`src/rtl/core_isa_pkg.sv`:
```
// Shared ISA definitions for the fetch/decode boundary: opcode and immediate
// field positions, the branch opcode, the NOP encoding and the redirect states.
package core_isa_pkg;

    localparam int OPC_MSB = 31;
    localparam int OPC_LSB = 24;
    localparam int IMM_MSB = 15;
    localparam int IMM_LSB = 0;

    localparam logic [7:0]  BR_OPCODE = 8'h07;
    localparam logic [31:0] NOP       = 32'h0000_0000;

    typedef enum logic {
        IDLE,
        REDIRECT
    } redirect_state_t;

    function automatic logic [7:0] opcode_of(input logic [31:0] ins);
        return ins[OPC_MSB:OPC_LSB];
    endfunction

    function automatic logic [15:0] imm_of(input logic [31:0] ins);
        return ins[IMM_MSB:IMM_LSB];
    endfunction

endpackage

```
`src/rtl/fetch_redirect_ctrl_if.sv`:
```
// Fetch-side and decode-side signals of the fetch redirect controller.
// master: the controller. slave: the fetch stage / decode environment.
interface fetch_redirect_ctrl_if #(
    parameter int ADDR_W = 32
);
    logic [ADDR_W-1:0] fetch_pc;
    logic [31:0]       fetch_ins;
    logic              sel_br;
    logic [ADDR_W-1:0] br_targ;
    logic              pc_stall;
    logic              id_valid;
    logic              id_ready;
    logic [31:0]       id_ins;
    logic [ADDR_W-1:0] id_pc;

    modport master (
        input  fetch_pc, fetch_ins, id_ready,
        output sel_br, br_targ, pc_stall, id_valid, id_ins, id_pc
    );

    modport slave (
        output fetch_pc, fetch_ins, id_ready,
        input  sel_br, br_targ, pc_stall, id_valid, id_ins, id_pc
    );
endinterface

```
`src/rtl/fetch_fifo.sv`:
```
// DEPTH-entry synchronous FIFO holding {instruction, pc} pairs between fetch
// and decode. Push into a full FIFO and pop from an empty one are ignored.
module fetch_fifo #(
    parameter int DEPTH = 2,
    parameter int W     = 64,
    localparam int PTR_W = (DEPTH > 1) ? $clog2(DEPTH) : 1,
    localparam int CNT_W = PTR_W + 1
) (
    input  logic             clk,
    input  logic             rst_n,
    input  logic             push,
    input  logic             pop,
    input  logic [W-1:0]     din,
    output logic [W-1:0]     dout,
    output logic             full,
    output logic             empty,
    output logic [CNT_W-1:0] count
);
    logic [W-1:0]     mem [DEPTH];
    logic [PTR_W-1:0] head;
    logic [PTR_W-1:0] tail;
    logic             do_push;
    logic             do_pop;

    assign full    = (count == CNT_W'(DEPTH));
    assign empty   = (count == '0);
    assign do_push = push && !full;
    assign do_pop  = pop && !empty;
    assign dout    = mem[head];

    // Storage write at the tail; DEPTH is a power of two so pointers wrap naturally.
    always_ff @(posedge clk or negedge rst_n) begin
        if (!rst_n) begin
            for (int i = 0; i < DEPTH; i++) mem[i] <= '0;
            tail <= '0;
        end else if (do_push) begin
            mem[tail] <= din;
            tail      <= tail + PTR_W'(1);
        end
    end

    // Head pointer and occupancy; simultaneous push and pop leave count unchanged.
    always_ff @(posedge clk or negedge rst_n) begin
        if (!rst_n) begin
            head  <= '0;
            count <= '0;
        end else begin
            if (do_pop) head <= head + PTR_W'(1);
            case ({do_push, do_pop})
                2'b10:   count <= count + CNT_W'(1);
                2'b01:   count <= count - CNT_W'(1);
                default: count <= count;
            endcase
        end
    end
endmodule

```
`src/rtl/fetch_redirect_ctrl.sv`:
```
// Decode-side receiver for the fetch stage: buffers fetched instructions,
// stalls fetch when the buffer is full and redirects fetch on an absolute
// branch, squashing the wrong-path slot that follows it.
// Build option FETCH_DELAY_SLOT_EN: the slot after a branch is kept as an
// architectural delay slot instead of being squashed.
//
// state    | meaning
// ---------+-----------------------------------------------------------
// IDLE     | no redirect in flight, every unstalled slot is captured
// REDIRECT | branch captured, sel_br high until fetch loads br_targ
module fetch_redirect_ctrl #(
    parameter int         DEPTH     = 2,
    parameter logic [7:0] BR_OPCODE = core_isa_pkg::BR_OPCODE,
    parameter int         ADDR_W    = 32
) (
    input  logic                  clk,
    input  logic                  rst_n,
    fetch_redirect_ctrl_if.master bus
);
    import core_isa_pkg::*;

    localparam int PTR_W = (DEPTH > 1) ? $clog2(DEPTH) : 1;
    localparam int CNT_W = PTR_W + 1;
    localparam int W     = 32 + ADDR_W;

    redirect_state_t   state;
    logic              sel_br_q;
    logic [ADDR_W-1:0] br_targ_q;
    logic              br_pending;

    logic              push;
    logic              pop;
    logic              full;
    logic              empty;
    logic [CNT_W-1:0]  count;
    logic [W-1:0]      head;
    logic              is_br;

    assign br_pending = (state == REDIRECT);
    assign is_br      = (opcode_of(bus.fetch_ins) == BR_OPCODE);

`ifdef FETCH_DELAY_SLOT_EN
    assign push = !full;
`else
    assign push = !full && !br_pending;
`endif
    assign pop  = !empty && bus.id_ready;

    fetch_fifo #(
        .DEPTH (DEPTH),
        .W     (W)
    ) u_fifo (
        .clk   (clk),
        .rst_n (rst_n),
        .push  (push),
        .pop   (pop),
        .din   ({bus.fetch_ins, bus.fetch_pc - ADDR_W'(4)}),
        .dout  (head),
        .full  (full),
        .empty (empty),
        .count (count)
    );

    assign bus.pc_stall = (count == CNT_W'(DEPTH));
    assign bus.id_valid = (count != '0);
    assign bus.id_ins   = bus.id_valid ? head[W-1 -: 32]    : NOP;
    assign bus.id_pc    = bus.id_valid ? head[ADDR_W-1:0]   : '0;
    assign bus.sel_br   = sel_br_q;
    assign bus.br_targ  = br_targ_q;

    // Redirect FSM: branch capture enters REDIRECT; leave once fetch is unstalled
    // and has therefore loaded br_targ. A branch in a delay slot is not tracked.
    always_ff @(posedge clk or negedge rst_n) begin
        if (!rst_n) begin
            state     <= IDLE;
            sel_br_q  <= 1'b0;
            br_targ_q <= '0;
        end else begin
            case (state)
                IDLE: begin
                    if (push && is_br) begin
                        state     <= REDIRECT;
                        sel_br_q  <= 1'b1;
                        br_targ_q <= ADDR_W'(imm_of(bus.fetch_ins));
                    end
                end
                REDIRECT: begin
                    if (!full) begin
                        state    <= IDLE;
                        sel_br_q <= 1'b0;
                    end
                end
                default: begin
                    state    <= IDLE;
                    sel_br_q <= 1'b0;
                end
            endcase
        end
    end
endmodule

```
`src/flat_wrapper.sv`:
```
// flat-port wrapper written by rule: the top's interface ports become plain ports
module fetch_redirect_ctrl_flat import core_isa_pkg::*;
#(
    parameter int         DEPTH     = 2,
    parameter logic [7:0] BR_OPCODE = core_isa_pkg::BR_OPCODE,
    parameter int         ADDR_W    = 32
)
  (clk, rst_n, bus_fetch_pc, bus_fetch_ins, bus_id_ready, bus_sel_br, bus_br_targ, bus_pc_stall, bus_id_valid, bus_id_ins, bus_id_pc);
  fetch_redirect_ctrl_if #(.ADDR_W(ADDR_W)) bus_i ();
  input  logic clk;
  input  logic rst_n;
  input wire logic [$bits(bus_i.fetch_pc)-1:0] bus_fetch_pc;
  input wire logic [$bits(bus_i.fetch_ins)-1:0] bus_fetch_ins;
  input wire logic [$bits(bus_i.id_ready)-1:0] bus_id_ready;
  output wire logic [$bits(bus_i.sel_br)-1:0] bus_sel_br;
  output wire logic [$bits(bus_i.br_targ)-1:0] bus_br_targ;
  output wire logic [$bits(bus_i.pc_stall)-1:0] bus_pc_stall;
  output wire logic [$bits(bus_i.id_valid)-1:0] bus_id_valid;
  output wire logic [$bits(bus_i.id_ins)-1:0] bus_id_ins;
  output wire logic [$bits(bus_i.id_pc)-1:0] bus_id_pc;
  assign bus_i.fetch_pc = bus_fetch_pc;
  assign bus_i.fetch_ins = bus_fetch_ins;
  assign bus_i.id_ready = bus_id_ready;
  assign bus_sel_br = bus_i.sel_br;
  assign bus_br_targ = bus_i.br_targ;
  assign bus_pc_stall = bus_i.pc_stall;
  assign bus_id_valid = bus_i.id_valid;
  assign bus_id_ins = bus_i.id_ins;
  assign bus_id_pc = bus_i.id_pc;
  fetch_redirect_ctrl #(.DEPTH(DEPTH), .BR_OPCODE(BR_OPCODE), .ADDR_W(ADDR_W)) u_core (.clk(clk), .rst_n(rst_n), .bus(bus_i));
endmodule
```
`config.mk`:
```
export PLATFORM = sky130hd
export DESIGN_NAME = fetch_redirect_ctrl_flat
export DESIGN_NICKNAME = d
export VERILOG_FILES = /design/src/rtl/core_isa_pkg.sv /design/src/rtl/fetch_redirect_ctrl_if.sv /design/src/rtl/fetch_fifo.sv /design/src/rtl/fetch_redirect_ctrl.sv /design/src/flat_wrapper.sv
export SDC_FILE = /design/constraint.sdc
export NUM_CORES = 1
export LEC_CHECK = 0
export BUFFER_PORTS_ARGS = -buffer_cell sky130_fd_sc_hd__buf_2
export CAP_MARGIN = 15
export CORE_MARGIN = 1
export CORE_UTILIZATION = 40
export CTS_CLUSTER_DIAMETER = 80
export DETAILED_ROUTE_END_ITERATION = 10
export HOLD_SLACK_MARGIN = 0.15
export MAX_ROUTING_LAYER = met4
export PLACE_DENSITY = 0.68
export SLEW_MARGIN = 20
export SYNTH_ARGS = -nofsm -noshare
export SYNTH_HDL_FRONTEND = slang
export SYNTH_HIERARCHICAL = 1
export SYNTH_SLANG_ARGS = --single-unit
```
`constraint.sdc`:
```
create_clock -name clk -period 5.43 [get_ports clk]
set_input_delay 0.543 -clock clk [delete_from_list [all_inputs] [get_ports clk]]
set_output_delay 0.543 -clock clk [all_outputs]
set_load 0.005 [all_outputs]
```
==> metrics.txt <==
Worst Hold Class input port to asynchronous set/reset pin; Post-DP HPWL 11000 um; XOR/XNOR Fraction of Synth Area 3.32%; Area after DPL 0.00872 mm^2; root buffer cell clkbuf_16; area share of and/or/nand/nor cells after synthesis 10.8%; Routed WL 16700 um; post-synthesis sequential area ratio 47.4%; Tmin final 3200 ps; Crit path depth 4; slowest stage delay, CP 1010 ps; status complete, no violations; drt wl/cell 16.6 um; mux contribution to synthesized area 32.4%; Worst Path Max Fanout 38; Cell Pwr Density 663 mW/mm^2; Post-CTS Hold Fix Bufs 0; crit path kind flip-flop to primary output; Slew Limit Fails 0; Hold Violations, Final 0; Worst VDD drop 0.000427 V; Async S/R FF share, synth 100%; Fillers 1784; die height 143 um; die footprint 0.0204 mm^2; Final setup viols 0; fin util 48.1%; total grt overflow 0; Critical Path Source Type flip-flop; number of primary I/O pins 166; pin count of the biggest net entering global routing 96; first-pass GRT wire length 26600 um; layout cells sized above 1 54.5%; critical path capture point type primary output; via count 4905; gr usage total 17.7%; Buf/Inv on CP 2; static leakage 4.33 nW; clk_lat worst skew 420 ps; Slew @ Worst Pin 1080 ps; final routed DRC violation total 0; number of port buffers 149; area share of the largest cell type after synthesis 47.4%; DR iter-0 viols 259; drt pass-1 iters 4; Synth Area in Compound Gates 0.300%; Synthesis Warnings 6; max_cap viols 0; Reg2Reg Depth 6; Main synth FF type dfrtp_1; Max Clock Freq 312 MHz; placer congestion estimate 0.783; register area 0.00375 mm^2; vias in the first global route 4946; worst relative slew slack 27.1%; Mapped Avg Cell Area 13.5 um^2; Rows 51; arrival time worst endpoint 2660 ps; Critical Path Slowest Stage Cell dfrtp_2; Nets 797; n_diodes 0; Post-CTS Setup Bufs 0; Yosys reg bits 150; Clock Tree Buf Depth 2; final instance area 0.00936 mm^2; RSZ-0062 raised after global routing no; family with the most delay on the worst path flip-flops; post-cts sizing count 0; Multi-input gate area 0.00381 mm^2; Overall Power 0.00620 W; top area cells in the synthesized netlist dfrtp_1, mux2_2, mux2_4; Clock Pin Slew Worst Setup and Hold Paths 60 ps; Adder-Cell Fraction of Synth Area 0.316%; Starting Density 40.7%; Tcrit/Tclk final 59.0%; Layout area overhead 18.2%; setup TNS 0 ps; initial antenna violation count 0; Post-synth EDFFs 0; total clock sinks 150; area of the mapped netlist 0.00792 mm^2; Worst Clk Skew 6.22 ps; Mapped Cells 586; vias per cell 4.88; die width 143 um; combinational family with the most area after synthesis multiplexers; Required @ worst endpoint 4890 ps; core box area 0.0195 mm^2; clock tree from TritonCTS built; Hold Slack 213 ps; Antenna Nets Post-Route 0; H-Tree Depth 4; Synth area leader dfrtp_1; CTS buffer count 17; crit-path cells buf_4 > mux2_2 > nor2b_1 > buf_2; Yosys cell types 38
[stage by stage]
step | setup slack [ps] | instances
floorplan | 3020 | 601
global placement | 2610 | 974
detailed placement | 2530 | 974
CTS | 2190 | 1006
global route | 2110 | 1006
finish | 2230 | 1006
[metal layers]
metal	share of wire, %	track usage [%]	up-vias
li1	-	-	2306
met1	46	22.6	2479
met2	49	28.4	108
met3	3.4	3.35	12
met4	1.1	5.26	0
met5	0	-	-
[worst paths after layout]
check / startpoint / end / slack [ps]
max in group asynchronous: rst_n / u_core/u_fifo/mem[40] / 3930
worst min-delay path: rst_n / u_core/u_fifo/mem[118] / 210
worst min register to register: u_core/bus.br_targ[5] / u_core/bus.br_targ[5] / 500
min in group clk: bus_fetch_ins[18] / u_core/u_fifo/mem[114] / 360
worst max-delay path: u_core/u_fifo/head / bus_id_ins[16] / 2230
worst max register to register: u_core/u_fifo/count[0] / u_core/u_fifo/mem[14] / 2550
[cell usage after synthesis, types with 2 or more instances]
master    number
dfrtp_1      150
or4_1          3
buf_6          8
nor4_4         2
ha_1           2
nand2_1        9
nor3_1        10
nand4_1        8
xor2_1        12
nand3_1        6
xnor2_1       18
clkbuf_1      11
nor2b_1       67
mux2_4        60
mux2_2       148
nor2_1        13
nor4_1         6
or3_1          2
o21ai_0        3
inv_1          5
buf_2          6
buf_12         6
buf_4         16
[cell type report]
class / instances / share of cell area (%)
Multi-Input combinational cell: 398 / 40.7
Sequential cell: 150 / 40.1
Timing Repair Buffer: 155 / 8.52
Clock buffer: 20 / 4.67
Tap cell: 265 / 3.54
Clock inverter: 12 / 2.17
Inverter: 6 / 0.241
[power by group]
group          total, W  switching [W]  internal, W
Sequential      0.00200       0.000336      0.00166
Combinational   0.00292        0.00113      0.00178
Clock           0.00129       0.000471     0.000817
[sequential cells by signal, summed over array words and instances, names as in the netlist]
register,cells
u_core/bus.br_targ,16
u_core/u_fifo/head,1
u_core/br_pending,1
u_core/u_fifo/count,2
u_core/u_fifo/tail,1
u_core/bus.sel_br,1
u_core/u_fifo/mem,128
[kinds of logic after synthesis]
kind of cell | after synthesis
adder cells (fa/ha/maj) | 2
multiplexers | 208
buffers and inverters | 53
AO/OA/AOI/OAI | 4
flip-flops | 150
XOR/XNOR | 30
AND/OR/NAND/NOR | 138
other | 1
[layout by cell type, fill, tap and decap left out, types with 2 or more instances in the layout]
cell       netlist  final
dfrtp_1        150    149
buf_2            6    148
mux2_2         148    148
nor2b_1         67     67
mux2_4          60     60
xnor2_1         18     18
clkbuf_16        0     17
conb_1           1     16
nor2_1          13     12
xor2_1          12     12
nor3_1          10     10
nand2_1          9      9
nand4_1          8      8
nand3_1          6      6
nor4_1           6      6
buf_4           16      6
bufinv_16        0      5
inv_1            5      5
clkinv_4         0      4
clkbuf_1        11      3
or4_1            3      3
o21ai_0          3      3
clkinv_2         0      2
nor4_4           2      2
or3_1            2      2
ha_1             2      2
Power figures use the tool's default switching activity.
